`config.mk`:
```
export PLATFORM = sky130hd
export DESIGN_NAME = ext_mem_arbiter
export DESIGN_NICKNAME = d
export VERILOG_FILES = /design/src/rtl/ext_mem_pkg.sv /design/src/rtl/ext_mem_rd_tag.sv /design/src/rtl/ext_mem_arbiter.sv
export SDC_FILE = /design/constraint.sdc
export NUM_CORES = 1
export LEC_CHECK = 0
export BUFFER_PORTS_ARGS = -buffer_cell sky130_fd_sc_hd__buf_2
export CAP_MARGIN = 30
export CELL_PAD_IN_SITES_DETAIL_PLACEMENT = 1
export CELL_PAD_IN_SITES_GLOBAL_PLACEMENT = 2
export CORE_MARGIN = 8
export CORE_UTILIZATION = 25
export DETAILED_ROUTE_END_ITERATION = 10
export MAX_ROUTING_LAYER = met4
export PLACE_DENSITY_LB_ADDON = 0.1
export SYNTH_ARGS = -nofsm -noshare
export SYNTH_HDL_FRONTEND = slang
export SYNTH_HIERARCHICAL = 1
export SYNTH_SLANG_ARGS = --single-unit
export TNS_END_PERCENT = 10
```
`constraint.sdc`:
```
create_clock -name clk -period 2.7 [get_ports clk]
set_clock_uncertainty 0.1 [all_clocks]
set_input_delay 0.135 -clock clk [delete_from_list [all_inputs] [get_ports clk]]
set_output_delay 0.135 -clock clk [all_outputs]
set_load 0.03 [all_outputs]
```
`src/rtl/ext_mem_pkg.sv`:
```
// Shared definitions for the external data memory arbiter and its read tag pipe.
package ext_mem_pkg;

  // Default read latency of memory_ext_1: control latch plus output register.
  localparam int unsigned RD_LAT_DEF = 2;

  // Width of the starvation counter; wide enough for MAX_WAIT up to 15.
  localparam int unsigned WCNT_W = 4;

  // Arbitration states.
  typedef enum logic [1:0] {
    C_PRI  = 2'd0,
    D_PRI  = 2'd1,
    D_LOCK = 2'd2
  } arb_state_e;

  // Owner of an in-flight read.
  localparam logic OWN_C = 1'b0;
  localparam logic OWN_D = 1'b1;

  // Saturating increment of the starvation counter.
  function automatic logic [WCNT_W-1:0] sat_inc(input logic [WCNT_W-1:0] v,
                                                input logic [WCNT_W-1:0] top);
    return (v >= top) ? top : v + WCNT_W'(1);
  endfunction

endpackage

```
`src/rtl/ext_mem_rd_tag.sv`:
```
// In-flight read tracker: shifts {valid, owner} alongside the memory read
// pipeline and steers the returning word to the requester that issued it.
module ext_mem_rd_tag
  import ext_mem_pkg::*;
#(
  parameter int unsigned RD_LAT   = RD_LAT_DEF,
  parameter int unsigned DMD_SIZE = 4
) (
  input  logic                clk,
  input  logic                reset,
  input  logic                ld_vld,
  input  logic                ld_own,
  input  logic [DMD_SIZE-1:0] m_rdt,
  output logic                c_rvld,
  output logic [DMD_SIZE-1:0] c_rdt,
  output logic                d_rvld,
  output logic [DMD_SIZE-1:0] d_rdt
);

  logic [RD_LAT-1:0]   vld_q;
  logic [RD_LAT-1:0]   own_q;
  logic                hit_c;
  logic                hit_d;
  logic [DMD_SIZE-1:0] c_rdt_q;
  logic [DMD_SIZE-1:0] d_rdt_q;

  // Tag shift register, loaded every edge; reset drops all pending reads.
  always_ff @(posedge clk) begin
    if (!reset) begin
      vld_q <= '0;
      own_q <= '0;
    end else begin
      vld_q <= RD_LAT'({vld_q, ld_vld});
      own_q <= RD_LAT'({own_q, ld_own});
    end
  end

  // Last stage selects which requester sees the word on m_rdt this cycle.
  always_comb begin
    hit_c = reset & vld_q[RD_LAT-1] & (own_q[RD_LAT-1] == OWN_C);
    hit_d = reset & vld_q[RD_LAT-1] & (own_q[RD_LAT-1] == OWN_D);
  end

  // Hold each requester's last returned word between its own returns.
  always_ff @(posedge clk) begin
    if (!reset) begin
      c_rdt_q <= '0;
      d_rdt_q <= '0;
    end else begin
      if (hit_c) c_rdt_q <= m_rdt;
      if (hit_d) d_rdt_q <= m_rdt;
    end
  end

  // Return demux; everything reads as zero while reset is asserted.
  always_comb begin
    c_rvld = hit_c;
    d_rvld = hit_d;
    c_rdt  = '0;
    d_rdt  = '0;
    if (reset) begin
      c_rdt = hit_c ? m_rdt : c_rdt_q;
      d_rdt = hit_d ? m_rdt : d_rdt_q;
    end
  end

endmodule

```
`src/rtl/ext_mem_arbiter.sv`:
```
// Two-requester arbiter for the single-port external data memory: the core
// (C) and the DMA engine (D) share memory_ext_1, one access per cycle, with a
// starvation guard for D, a D burst lock, and per-owner read return.
module ext_mem_arbiter
  import ext_mem_pkg::*;
#(
  parameter int unsigned DMA_SIZE = 3,
  parameter int unsigned DMD_SIZE = 4,
  parameter int unsigned RD_LAT   = RD_LAT_DEF,
  parameter int unsigned MAX_WAIT = 3
) (
  input  logic                clk,
  input  logic                reset,
  input  logic                c_req,
  input  logic                c_wrb,
  input  logic [DMA_SIZE-1:0] c_add,
  input  logic [DMD_SIZE-1:0] c_dt,
  output logic                c_gnt,
  output logic                c_rvld,
  output logic [DMD_SIZE-1:0] c_rdt,
  input  logic                d_req,
  input  logic                d_wrb,
  input  logic [DMA_SIZE-1:0] d_add,
  input  logic [DMD_SIZE-1:0] d_dt,
  input  logic                d_lock,
  output logic                d_gnt,
  output logic                d_rvld,
  output logic [DMD_SIZE-1:0] d_rdt,
  output logic                m_cslt,
  output logic                m_wrb,
  output logic [DMA_SIZE-1:0] m_add,
  output logic [DMD_SIZE-1:0] m_dt,
  input  logic [DMD_SIZE-1:0] m_rdt
);

  localparam logic [WCNT_W-1:0] WAIT_TOP = WCNT_W'(MAX_WAIT - 1);

  // Reject parameter values the counter and tag pipe cannot represent.
  if (MAX_WAIT < 1 || MAX_WAIT > 15) begin : g_bad_max_wait
    $error("ext_mem_arbiter: MAX_WAIT must be in 1..15");
  end
  if (RD_LAT < 1) begin : g_bad_rd_lat
    $error("ext_mem_arbiter: RD_LAT must be at least 1");
  end

  arb_state_e        state;
  logic [WCNT_W-1:0] wait_cnt;
  logic [WCNT_W-1:0] wait_inc;
  logic              contested;
  logic              rd_ld;
  logic              rd_own;

  // Grant decision for the current cycle; nobody is granted during reset.
  always_comb begin
    c_gnt = 1'b0;
    d_gnt = 1'b0;
    if (reset) begin
      case (state)
        D_PRI: begin
          d_gnt = d_req;
          c_gnt = c_req & ~d_req;
        end
        D_LOCK: begin
          d_gnt = d_req;
        end
        default: begin
          c_gnt = c_req;
          d_gnt = d_req & ~c_req;
        end
      endcase
    end
  end

  always_comb begin
    contested = c_req & d_req;
    wait_inc  = sat_inc(wait_cnt, WAIT_TOP);
  end

  // Arbitration state and starvation counter.
  always_ff @(posedge clk) begin
    if (!reset) begin
      state    <= C_PRI;
      wait_cnt <= '0;
    end else begin
      case (state)
        C_PRI: begin
          if (d_gnt) begin
            wait_cnt <= '0;
            if (d_lock) state <= D_LOCK;
          end else if (contested) begin
            wait_cnt <= wait_inc;
            if (wait_inc == WAIT_TOP) state <= D_PRI;
          end
        end
        D_PRI: begin
          if (d_gnt) begin
            wait_cnt <= '0;
            state    <= d_lock ? D_LOCK : C_PRI;
          end
        end
        D_LOCK: begin
          if (d_gnt) wait_cnt <= '0;
          if (!d_lock || !d_req) begin
            state    <= C_PRI;
            wait_cnt <= '0;
          end
        end
        default: begin
          state    <= C_PRI;
          wait_cnt <= '0;
        end
      endcase
    end
  end

  // Memory port mux: the winner's request goes out in its grant cycle.
  always_comb begin
    m_cslt = c_gnt | d_gnt;
    m_wrb  = 1'b0;
    m_add  = '0;
    m_dt   = '0;
    if (c_gnt) begin
      m_wrb = c_wrb;
      m_add = c_add;
      m_dt  = c_dt;
    end else if (d_gnt) begin
      m_wrb = d_wrb;
      m_add = d_add;
      m_dt  = d_dt;
    end
  end

  // Tag issued alongside each access: only granted reads carry a valid tag.
  always_comb begin
    rd_ld  = (c_gnt & ~c_wrb) | (d_gnt & ~d_wrb);
    rd_own = d_gnt ? OWN_D : OWN_C;
  end

  ext_mem_rd_tag #(
    .RD_LAT   (RD_LAT),
    .DMD_SIZE (DMD_SIZE)
  ) u_rd_tag (
    .clk    (clk),
    .reset  (reset),
    .ld_vld (rd_ld),
    .ld_own (rd_own),
    .m_rdt  (m_rdt),
    .c_rvld (c_rvld),
    .c_rdt  (c_rdt),
    .d_rvld (d_rvld),
    .d_rdt  (d_rdt)
  );

endmodule
```
==> results of run 1 <==
-- worst min path at each step --
stage	from	endpoint	cells past startpoint	slack (ns)
after floorplan	d_wrb	u_rd_tag/vld_q[0]	2	0.26
after global placement	u_rd_tag/own_q[0]	u_rd_tag/own_q[1]	1	0.31
after detailed placement	u_rd_tag/own_q[0]	u_rd_tag/own_q[1]	1	0.32
after CTS	m_rdt[0]	u_rd_tag/c_rdt_q[0]	3	0.08
after global routing	m_rdt[0]	u_rd_tag/d_rdt_q[0]	3	0.1
final	m_rdt[0]	u_rd_tag/d_rdt_q[0]	3	0.09
-- cells in the final DEF, fill, tap and decap left out, types with 2 or more instances in the layout --
cell,instances
a22o_1,8
nor3_1,3
a21oi_1,3
o21ai_0,3
nand2_1,19
dfxtp_1,18
nor2b_1,4
a31oi_1,2
clkbuf_8,4
and2_1,4
inv_1,5
buf_2,45
ha_1,6
and3_1,2
mux2i_1,9
nor2_1,4
-- cell type report --
cell class,count,area [sq um],share of cell area [%]
inverters,6,22.52,1.721
well taps,50,62.56,4.780
flip-flops and latches,18,360.3,27.53
repair buffers,45,225.2,17.21
clock buffers,4,55.05,4.206
multi-input cells,84,583.1,44.55
-- kinds of logic after synthesis --
group / count (synthesis)
AOI/OAI and AO/OA: 25
adders and majority gates: 6
buffers and inverters: 13
DFF: 18
muxes: 9
and+or+nand+nor: 44
-- critical path, stage by stage (launching register included) --
cell and delay [ns]:
dfxtp_1 0.38, inv_1 0.08, ha_1 0.32, and2b_1 0.22, or2_4 0.27, inv_2 0.19, a22o_1 0.16, buf_2 0.19
-- registers in the layout, summed over array words and instances (netlist names) --
signal            cells
state                 2
u_rd_tag/c_rdt_q      4
u_rd_tag/d_rdt_q      4
u_rd_tag/own_q        2
u_rd_tag/vld_q        2
wait_cnt              4
-- metrics by stage --
step / hold slack (ns) / instances / area [sq um] / worst slack [ns]
2_1_floorplan: 0.2624 / 115 / 1018 / 0.6246
3_3_place_gp: 0.3131 / 203 / 1254 / 0.6523
3_5_place_dp: 0.3236 / 203 / 1254 / 0.5668
4_1_cts: 0.08326 / 207 / 1309 / 0.3765
5_1_grt: 0.09524 / 207 / 1309 / 0.2778
6_report: 0.09117 / 207 / 1309 / 0.3920
-- power breakdown --
part	switching, mW	internal [mW]	total, mW
logic	0.384	0.231	0.615
registers	0.0275	0.300	0.327
clock network	0.0868	0.129	0.216
total	0.498	0.660	1.16
-- layer usage --
layer / track usage (%) / vias up / wire [microns]
li1: - / 484 / -
met2: 17.11 / 9 / 1702
met1: 9.792 / 468 / 1185
met3: 3.041 / 0 / 127
met4: 2.000 / 0 / 0
met5: - / - / 0
==> impl_results.md, run 1 <==
- Status: finished, final reports clean
- # hold bufs at CTS: 0
- CP endpoint kind: output port
- Total track usage: 9.484%
- Setup slack, reg-to-reg: 0.54 ns
- H-tree Lvls: 1
- Max Clk Rate: 433.3 MHz
- Final setup violation count: 0
- Critical path origin: state[0]
- Mapped Area: 1018 sq um
- Worst skew pair latency: 0.25 ns
- HP Class: input pin to flip-flop
- Post-CTS Repair Setup Buffers: 0
- First-pass GRT wire length: 4.781 mm
- Die Span Y: 79.83 microns
- Post-synthesis mux area share: 8.845%
- Synth top area cells: dfxtp_1 (35%), mux2i_1 (8.8%), ha_1 (7.4%)
- Most frequent cell after synthesis: nand2_1
- Port bufs: 45
- Critical Path Sink: m_dt[3]
- Starting Density: 25.65%
- Netlist cell types: 35
- Largest net degree at the start of global routing: 30
- Lkg Pwr: 0.6382 nW
- Slew @ Worst Pin: 0.4509 ns
- Final Critical Period: 2.308 ns
- Num CTS Buffers: 3
- DIE WIDTH: 79.83 microns
- Post-CTS Resized: 0
- Via-per-instance ratio: 4.643
- Antenna Violating Nets Remaining: 0
- Max clock buf depth: 2
- Yosys top cell by area: dfxtp_1
- CP Launch Type: flip-flop
- Peak supply drop: 0.0003720 V
- Antenna violations before repair: 0
- Unrepaired setup endpoints after global routing: false
- Vias in the first global route: 975
- Die footprint: 6372 sq um
- Filler cells: 503
- DR WL/cell: 14.56 microns
- Total gr overflow: 0
- Max_cap viols: 0
- Clock Sinks: 18
- # nets final: 189
- FF-to-FF End: wait_cnt[2]
- #FFs+latches synth: 18
- Slew margin rel.: 69.94%
- Worst-path clk slew: 0.07 ns
- Root buf cell: clkbuf_8
- Commonest cells in the netlist: nand2_1 (19), dfxtp_1 (18), mux2i_1 (9), a22o_1 (8), ha_1 (6)
- Half-perimeter wire length after placement: 2.494 mm
- Post-synthesis adder-cell area fraction: 7.371%
- Tcrit/Tclk final: 85.48%
- PwrDens: 885.4 nW/um^2
- Setup TNS: 0 ns
- Total Power: 1.159 mW
- Main synth FF type: dfxtp_1
- WL final: 3.014 mm
- Post-synth EDFFs: 0
- Ant diodes: 0
- Core region area: 3971 sq um
- Post-Synthesis Cells: 115
- Area Growth Syn to Fin: 28.50%
- Seq/Total Area, Yosys: 35.38%
- RR Startpoint: state[0]
- DRT iter0 DRCs: 33
- Drt pass-1 iters: 4
- Placer Congestion: 0.7939
- Final Max Slew Viols: 0
- Final Core Density: 32.96%
- Syn nets: 146
- Worst Path Required: 2.47 ns
- TritonCTS clock tree: done
- Yosys synthesis warning count: 6
- Syn avg cell area: 8.856 sq um
- Top-area cell type share of the netlist area: 35.38%
- Via count: 961
- Row count: 23
- Xor/xnor share of the synthesized area: 0%
- DRC Markers: 0
- Asr flop ratio synth: 0%
- Final-report hold violation count: 0
- Crit path kind: flip-flop to output port
- Worst EP arrival: 2.07 ns
- Compound-Gate Fraction of Synth Area: 19.16%
- Share of cells above drive strength 1: 36.31%
- Post-synthesis simple-gate area fraction: 21.87%
- Ports: 46
- Largest family of logic cells by synthesized area: simple AND/OR/NAND/NOR gates
- R2R cell count: 8
- Worst-path maximum fanout: 12
(Power assumes the default switching activity.)
==> inputs of run 2 (changes only) <==
==> constraint.sdc (replaced) <==
create_clock -name clk -period 2.3 [get_ports clk]
set_clock_uncertainty 0.1 [all_clocks]
set_input_delay 0.115 -clock clk [delete_from_list [all_inputs] [get_ports clk]]
set_output_delay 0.115 -clock clk [all_outputs]
set_load 0.03 [all_outputs]
==> run 2 against run 1 <==
  * Sequential power grew 19%
  * Cell count grew 0.48%
  * Flip-flop and latch count is the same
  * Final area grew 0.96%
  * Non-clock buffer count grew 1
  * First-iteration DRC count is the same
  * Sequential share of layout area shrank 0.071 points
  * Utilization grew 0.32 points
  * Worst hold slack lost 0.016 ns
  * Global-route usage grew 0.29 points
  * Combinational power grew 19%
  * Register-to-register slack lost 0.32 ns
==> impl_results.md, run 2 (synthesis gave the netlist of run 1 again) <==
- Status: finished, final reports clean
- FF-to-FF End: state[1]
- Critical path origin: state[1]
- Global routing usage on met1: 9.994% (+0.20 points)
- DRC Markers: 0 (unchanged)
- Setup TNS: 0 ns (unchanged)
- Most frequent cells in the layout: buf_2 (45), nand2_1 (19), dfxtp_1 (16)
- Die footprint: 6372 sq um (unchanged)
- Total Power: 1.383 mW (+19%)
- Met2 usage: 18.17% (+1.1 points)
- CP Launch Type: flip-flop
- Port bufs: 45 (unchanged)
- Max Clk Rate: 458.7 MHz
- Pre-CTS WS: 0.1693 ns (-0.3975 ns)
- Largest net degree at the start of global routing: 21 (-30%)
- Worst skew pair latency: 0.26 ns (about the same)
- Total gr overflow: 0 (unchanged)
- Worst-path maximum fanout: 12 (unchanged)
- Tcrit/Tclk final: 94.79%
- Via-per-instance ratio: 4.514 (-2.8%)
- WL final: 3.131 mm (+3.9%)
- Worst-path clk slew: 0.08 ns (about the same)
- WP buf/inv: 3 (unchanged)
- FF/Latch Area: 362.8 sq um (+0.69%)
- First-pass GRT wire length: 4.823 mm (+0.88%)
- Hold Path End: u_rd_tag/d_rdt_q[1]
- Final cell count without fillers: 208 (+0.48%)
- Share of cells above drive strength 1: 37.97% (+1.7 points)
- CP endpoint kind: output port
- Footprint of the multi-input gates: 583.1 sq um (unchanged)
- PwrDens: 1047 nW/um^2 (+18%)
- Slew @ Worst Pin: 0.4180 ns (-0.03294 ns)
- Area Growth Syn to Fin: 29.73%
- Antenna violations before repair: 0 (unchanged)
- Dpl cells: 204 (+0.49%)
- Commonest non-fill, non-tap cell in the layout: buf_2
- HP Class: input pin to flip-flop
- Max clock buf depth: 2 (unchanged)
- Vias in the first global route: 983 (+0.82%)
- Final Critical Period: 2.180 ns
- Clock Sinks: 18 (unchanged)
- Core region area: 3971 sq um (unchanged)
- DIE WIDTH: 79.83 microns (unchanged)
- # nets final: 190 (+0.53%)
- Biggest regs: u_rd_tag/c_rdt_q: 4 flops, u_rd_tag/d_rdt_q: 4 flops, wait_cnt: 4 flops
- Gr busiest metal: met2
- Final-report hold violation count: 0 (unchanged)
- Placer Congestion: 0.7846 (-1.2%)
- Starting Density: 25.65% (unchanged)
- CP Cell Sequence: inv_1 -> ha_1 -> and2b_1 -> or2_4 -> inv_4 -> a22o_1 -> buf_2
- Top cell family by delay on the critical path: simple AND/OR/NAND/NOR gates
- TritonCTS clock tree: done
- RR Startpoint: state[1]
- Filler cells: 494 (-1.8%)
- Worst Hold Slack: 0.07484 ns (-0.01634 ns)
- Worst EP arrival: 1.97 ns (-0.10 ns)
- Antenna Violating Nets Remaining: 0 (unchanged)
- Total track usage: 9.772% (+0.29 points)
- Max_cap viols: 0 (unchanged)
- CP max-delay cell: dfxtp_2
- Via count: 939 (-2.3%)
- Ant diodes: 0 (unchanged)
- Met3 GRT Util: 2.815% (-0.23 points)
- R2R cell count: 7 (-1)
- Unrepaired setup endpoints after global routing: false
- Hold path depth: 3 (unchanged)
- Drt pass-1 iters: 4 (unchanged)
- Final Max Slew Viols: 0 (unchanged)
- DR WL/cell: 15.05 microns (+3.4%)
- Crit path kind: flip-flop to output port
- Lkg Pwr: 0.6436 nW (+0.84%)
- DRT iter0 DRCs: 33 (unchanged)
- Peak supply drop: 0.0005435 V (+46%)
- Ports: 46 (unchanged)
- CP max stage delay: 0.36 ns (-0.02 ns)
- Final setup violation count: 0 (unchanged)
- Hold path start: m_rdt[1]
- Worst Slack Setup Final: 0.1197 ns (-0.2723 ns)
- Setup slack, reg-to-reg: 0.22 ns (-0.32 ns)
- Half-perimeter wire length after placement: 2.625 mm (+5.2%)
- Slew margin rel.: 71.88% (+1.9 points)
- Post-CTS Repair Setup Buffers: 0 (unchanged)
- Root buf cell: clkbuf_8
- Worst Path Required: 2.09 ns (-0.38 ns)
- Die Span Y: 79.83 microns (unchanged)
- H-tree Lvls: 1 (unchanged)
- Num CTS Buffers: 3 (unchanged)
- Row count: 23 (unchanged)
-- run 2: cell types whose count changed in the layout (fill, tap and decap cells not counted), sizes merged --
| cell | change |
|---|---|
| buf | +1 |
-- run 2: stage by stage --
stage / util (%) / area, sq um
final: 33.27 / 1321
after global routing: 33.27 / 1321
after CTS: 33.21 / 1319
after detailed placement: 31.76 / 1261
after global placement: 31.76 / 1261
after floorplan: - / 1018
-- run 2: cell type report --
type | instances | area share, %
Clock buffer | 4 | 4.167
Tap cell | 50 | 4.735
Multi-Input combinational cell | 84 | 44.13
Sequential cell | 18 | 27.46
Timing Repair Buffer | 46 | 17.61
Inverter | 6 | 1.894
-- run 2: layer usage --
metal	share of wire [%]	up-vias
met4	0	0
met1	39	442
met5	0	-
met2	57	9
li1	-	488
met3	4.2	0
-- run 2: timing repair --
action,in CTS,in global routing
endpoints found under the setup margin,2,8
hold buffers,0,0
gates resized for setup,1,2
-- run 2: worst max-delay path by stage --
stage                     cells after the start          end  slack [ns]
final                                         7      m_dt[2]        0.12
after global routing                          7      m_dt[2]        0.05
after CTS                                     7      m_dt[2]        0.06
after detailed placement                      8  wait_cnt[2]        0.17
after global placement                        7     state[1]        0.25
after floorplan                               8     state[1]        0.22
-- run 2: power by group --
part           leakage, nW  internal (mW)  switching (mW)
sequential           0.147          0.356          0.0340
combinational        0.468          0.275           0.454
clock               0.0288          0.152           0.112
-- run 2: tightest hold or removal path: stages --
cell and delay, ns:
buf_2 0.10, nand2_1 0.07, mux2i_1 0.08
==> inputs of run 3 (changes only) <==
--- a/config.mk
+++ b/config.mk
@@ -10,10 +10,10 @@
 export CELL_PAD_IN_SITES_DETAIL_PLACEMENT = 1
 export CELL_PAD_IN_SITES_GLOBAL_PLACEMENT = 2
 export CORE_MARGIN = 8
-export CORE_UTILIZATION = 25
+export CORE_UTILIZATION = 27
 export DETAILED_ROUTE_END_ITERATION = 10
 export MAX_ROUTING_LAYER = met4
-export PLACE_DENSITY_LB_ADDON = 0.1
+export PLACE_DENSITY = 0.83
 export SYNTH_ARGS = -nofsm -noshare
 export SYNTH_HDL_FRONTEND = slang
 export SYNTH_HIERARCHICAL = 1
==> constraint.sdc (replaced) <==
create_clock -name clk -period 2.6 [get_ports clk]
set_clock_uncertainty 0.1 [all_clocks]
set_input_delay 0.13 -clock clk [delete_from_list [all_inputs] [get_ports clk]]
set_output_delay 0.13 -clock clk [all_outputs]
set_load 0.03 [all_outputs]
==> run 3 against run 2 <==
  * Total power decreased by 14%
  * Utilization increased by 2.7 points
  * Via count decreased by 1.7%
  * Non-clock buffer count decreased by 1
  * Final area decreased by 1.1%
  * Sequential power decreased by 13%
  * Global-route usage increased by 0.19 points
  * Critical path depth unchanged
  * Critical path type unchanged
  * Highest routed layer is now met4
==> impl_results.md, run 3 (synthesis gave the netlist of run 1 again) <==
- Num CTS Buffers: 3 (unchanged)
- Placer Congestion: 0.8208 (+4.6%)
- Max Clk Rate: 436.0 MHz
- Biggest regs: u_rd_tag/c_rdt_q: 4 flops, u_rd_tag/d_rdt_q: 4 flops, wait_cnt: 4 flops
- DIE WIDTH: 77.42 microns (-3.0%)
- Die footprint: 5993 sq um (-5.9%)
- WL final: 2.886 mm (-7.8%)
- Vias in the first global route: 996 (+1.3%)
- Slew @ Worst Pin: 0.4625 ns (+0.04458 ns)
- DRT iter0 DRCs: 44 (+33%)
- Clock Sinks: 18 (unchanged)
- Port bufs: 45 (unchanged)
- PwrDens: 914.7 nW/um^2 (-13%)
- Tcrit/Tclk final: 88.22%
- Most frequent cells in the layout: buf_2 (45), nand2_1 (19), dfxtp_1 (18)
- First-pass GRT wire length: 4.912 mm (+1.8%)
- Design Area, Final: 1306 sq um (-1.1%)
- DRC Markers: 0 (unchanged)
- CP endpoint kind: output port
- Final Max Slew Viols: 0 (unchanged)
- H-tree Lvls: 1 (unchanged)
- Via-per-instance ratio: 4.502 (-0.27%)
- Post-CTS Repair Setup Buffers: 0 (unchanged)
- FF-to-FF End: state[1]
- Status: finished, final reports clean
- Slew margin rel.: 69.16% (-2.7 points)
- Worst skew pair latency: 0.25 ns (about the same)
- Setup slack, reg-to-reg: 0.50 ns (+0.28 ns)
- Antenna Violating Nets Remaining: 0 (unchanged)
- Ant diodes: 0 (unchanged)
- Final-report hold violation count: 0 (unchanged)
- Unrepaired setup endpoints after global routing: false
- DR WL/cell: 14.08 microns (-6.5%)
- Drt pass-1 iters: 4 (unchanged)
- RR Startpoint: state[1]
- Max_cap viols: 0 (unchanged)
- Hold path start: m_rdt[0]
- Hold path depth: 3 (unchanged)
- Lkg Pwr: 0.6382 nW (-0.83%)
- Die Span Y: 77.42 microns (-3.0%)
- Total gr overflow: 0 (unchanged)
- Root buf cell: clkbuf_8
- Hold Path End: u_rd_tag/d_rdt_q[0]
- Filler cells: 449 (-9.1%)
- Post-CTS Resized: 0 (-1)
- Post-Route M1 WL: 1.339 mm (+9.1%)
- Total track usage: 9.958% (+0.19 points)
- Crit path kind: flip-flop to output port
- Peak supply drop: 0.0003196 V (-41%)
- Area Growth Syn to Fin: 28.26%
- Core region area: 3633 sq um (-8.5%)
- Final Critical Period: 2.294 ns
- DR WL met2: 1.444 mm (-19%)
- # hold bufs at CTS: 0 (unchanged)
- Share of cells above drive strength 1: 36.31% (-1.7 points)
- Final setup violation count: 0 (unchanged)
- Worst Path Required: 2.37 ns (+0.28 ns)
- Setup TNS: 0 ns (unchanged)
- CP Launch Type: flip-flop
- Row count: 22 (-4.3%)
- Ports: 46 (unchanged)
- # nets final: 189 (-0.53%)
- Highest routed layer: met4
- Half-perimeter wire length after placement: 2.367 mm (-9.8%)
- Max clock buf depth: 2 (unchanged)
- Commonest non-fill, non-tap cell in the layout: buf_2
- TritonCTS clock tree: done
- Worst-path maximum fanout: 12 (unchanged)
- Largest net degree at the start of global routing: 30 (+43%)
- DP Area: 1251 sq um (-0.79%)
- Worst EP arrival: 2.06 ns (+0.09 ns)
- Worst-path clk slew: 0.07 ns (about the same)
- R2R cell count: 7 (unchanged)
- Starting Density: 28.03% (+2.4 points)
- HP Class: input pin to flip-flop
- Met3 WL: 94 microns (-28%)
- Via count: 923 (-1.7%)
- Antenna violations before repair: 0 (unchanged)
[run 3: cell types whose count changed in the layout (fill, tap and decap cells not counted), sizes merged]
cell	delta
buf	-1
[run 3: layout make-up]
class | count | area (sq um) | area share [%]
clock buffer | 4 | 55.05 | 4.215
inverter | 6 | 22.52 | 1.724
sequential | 18 | 360.3 | 27.59
tap | 48 | 60.06 | 4.598
multi-input combinational | 84 | 583.1 | 44.64
timing repair buffer | 45 | 225.2 | 17.24
[run 3: power breakdown]
group	leakage, nW	internal (mW)	switching [mW]
clock network	0.0288	0.134	0.0934
registers	0.146	0.311	0.0278
logic	0.464	0.239	0.389
total	0.638	0.685	0.510
[run 3: critical path, stage by stage (launching register included)]
cell,delay (ns)
dfxtp_1,0.39
inv_1,0.09
ha_1,0.31
and2b_1,0.22
or2_4,0.26
inv_2,0.18
a22o_1,0.17
buf_2,0.20
[run 3: worst max-delay path by stage]
stage	start	end
floorplan	state[0]	state[1]
global placement	state[0]	state[1]
detailed placement	state[1]	state[1]
CTS	state[1]	m_dt[0]
global route	state[1]	m_dt[0]
finish	state[1]	m_dt[0]
[run 3: per-layer routing]
metal | global-route usage, % | up-vias
met1 | 11.66 | 416
met3 | 2.189 | 2
met2 | 16.93 | 17
met4 | 2.264 | 0
li1 | - | 488
met5 | - | -
[run 3: per-stage QoR]
stage	total power, mW	hold WS [ns]	cells	setup WS (ns)	utilization (%)
after floorplan	0.8224	0.2574	115	0.5246	-
after global placement	0.9676	0.3187	201	0.5637	34.44
after detailed placement	0.9773	0.3202	201	0.5133	34.44
after CTS	1.212	0.07547	205	0.3054	35.95
after global routing	1.303	0.09063	205	0.1565	35.95
final	1.195	0.07600	205	0.3062	35.95
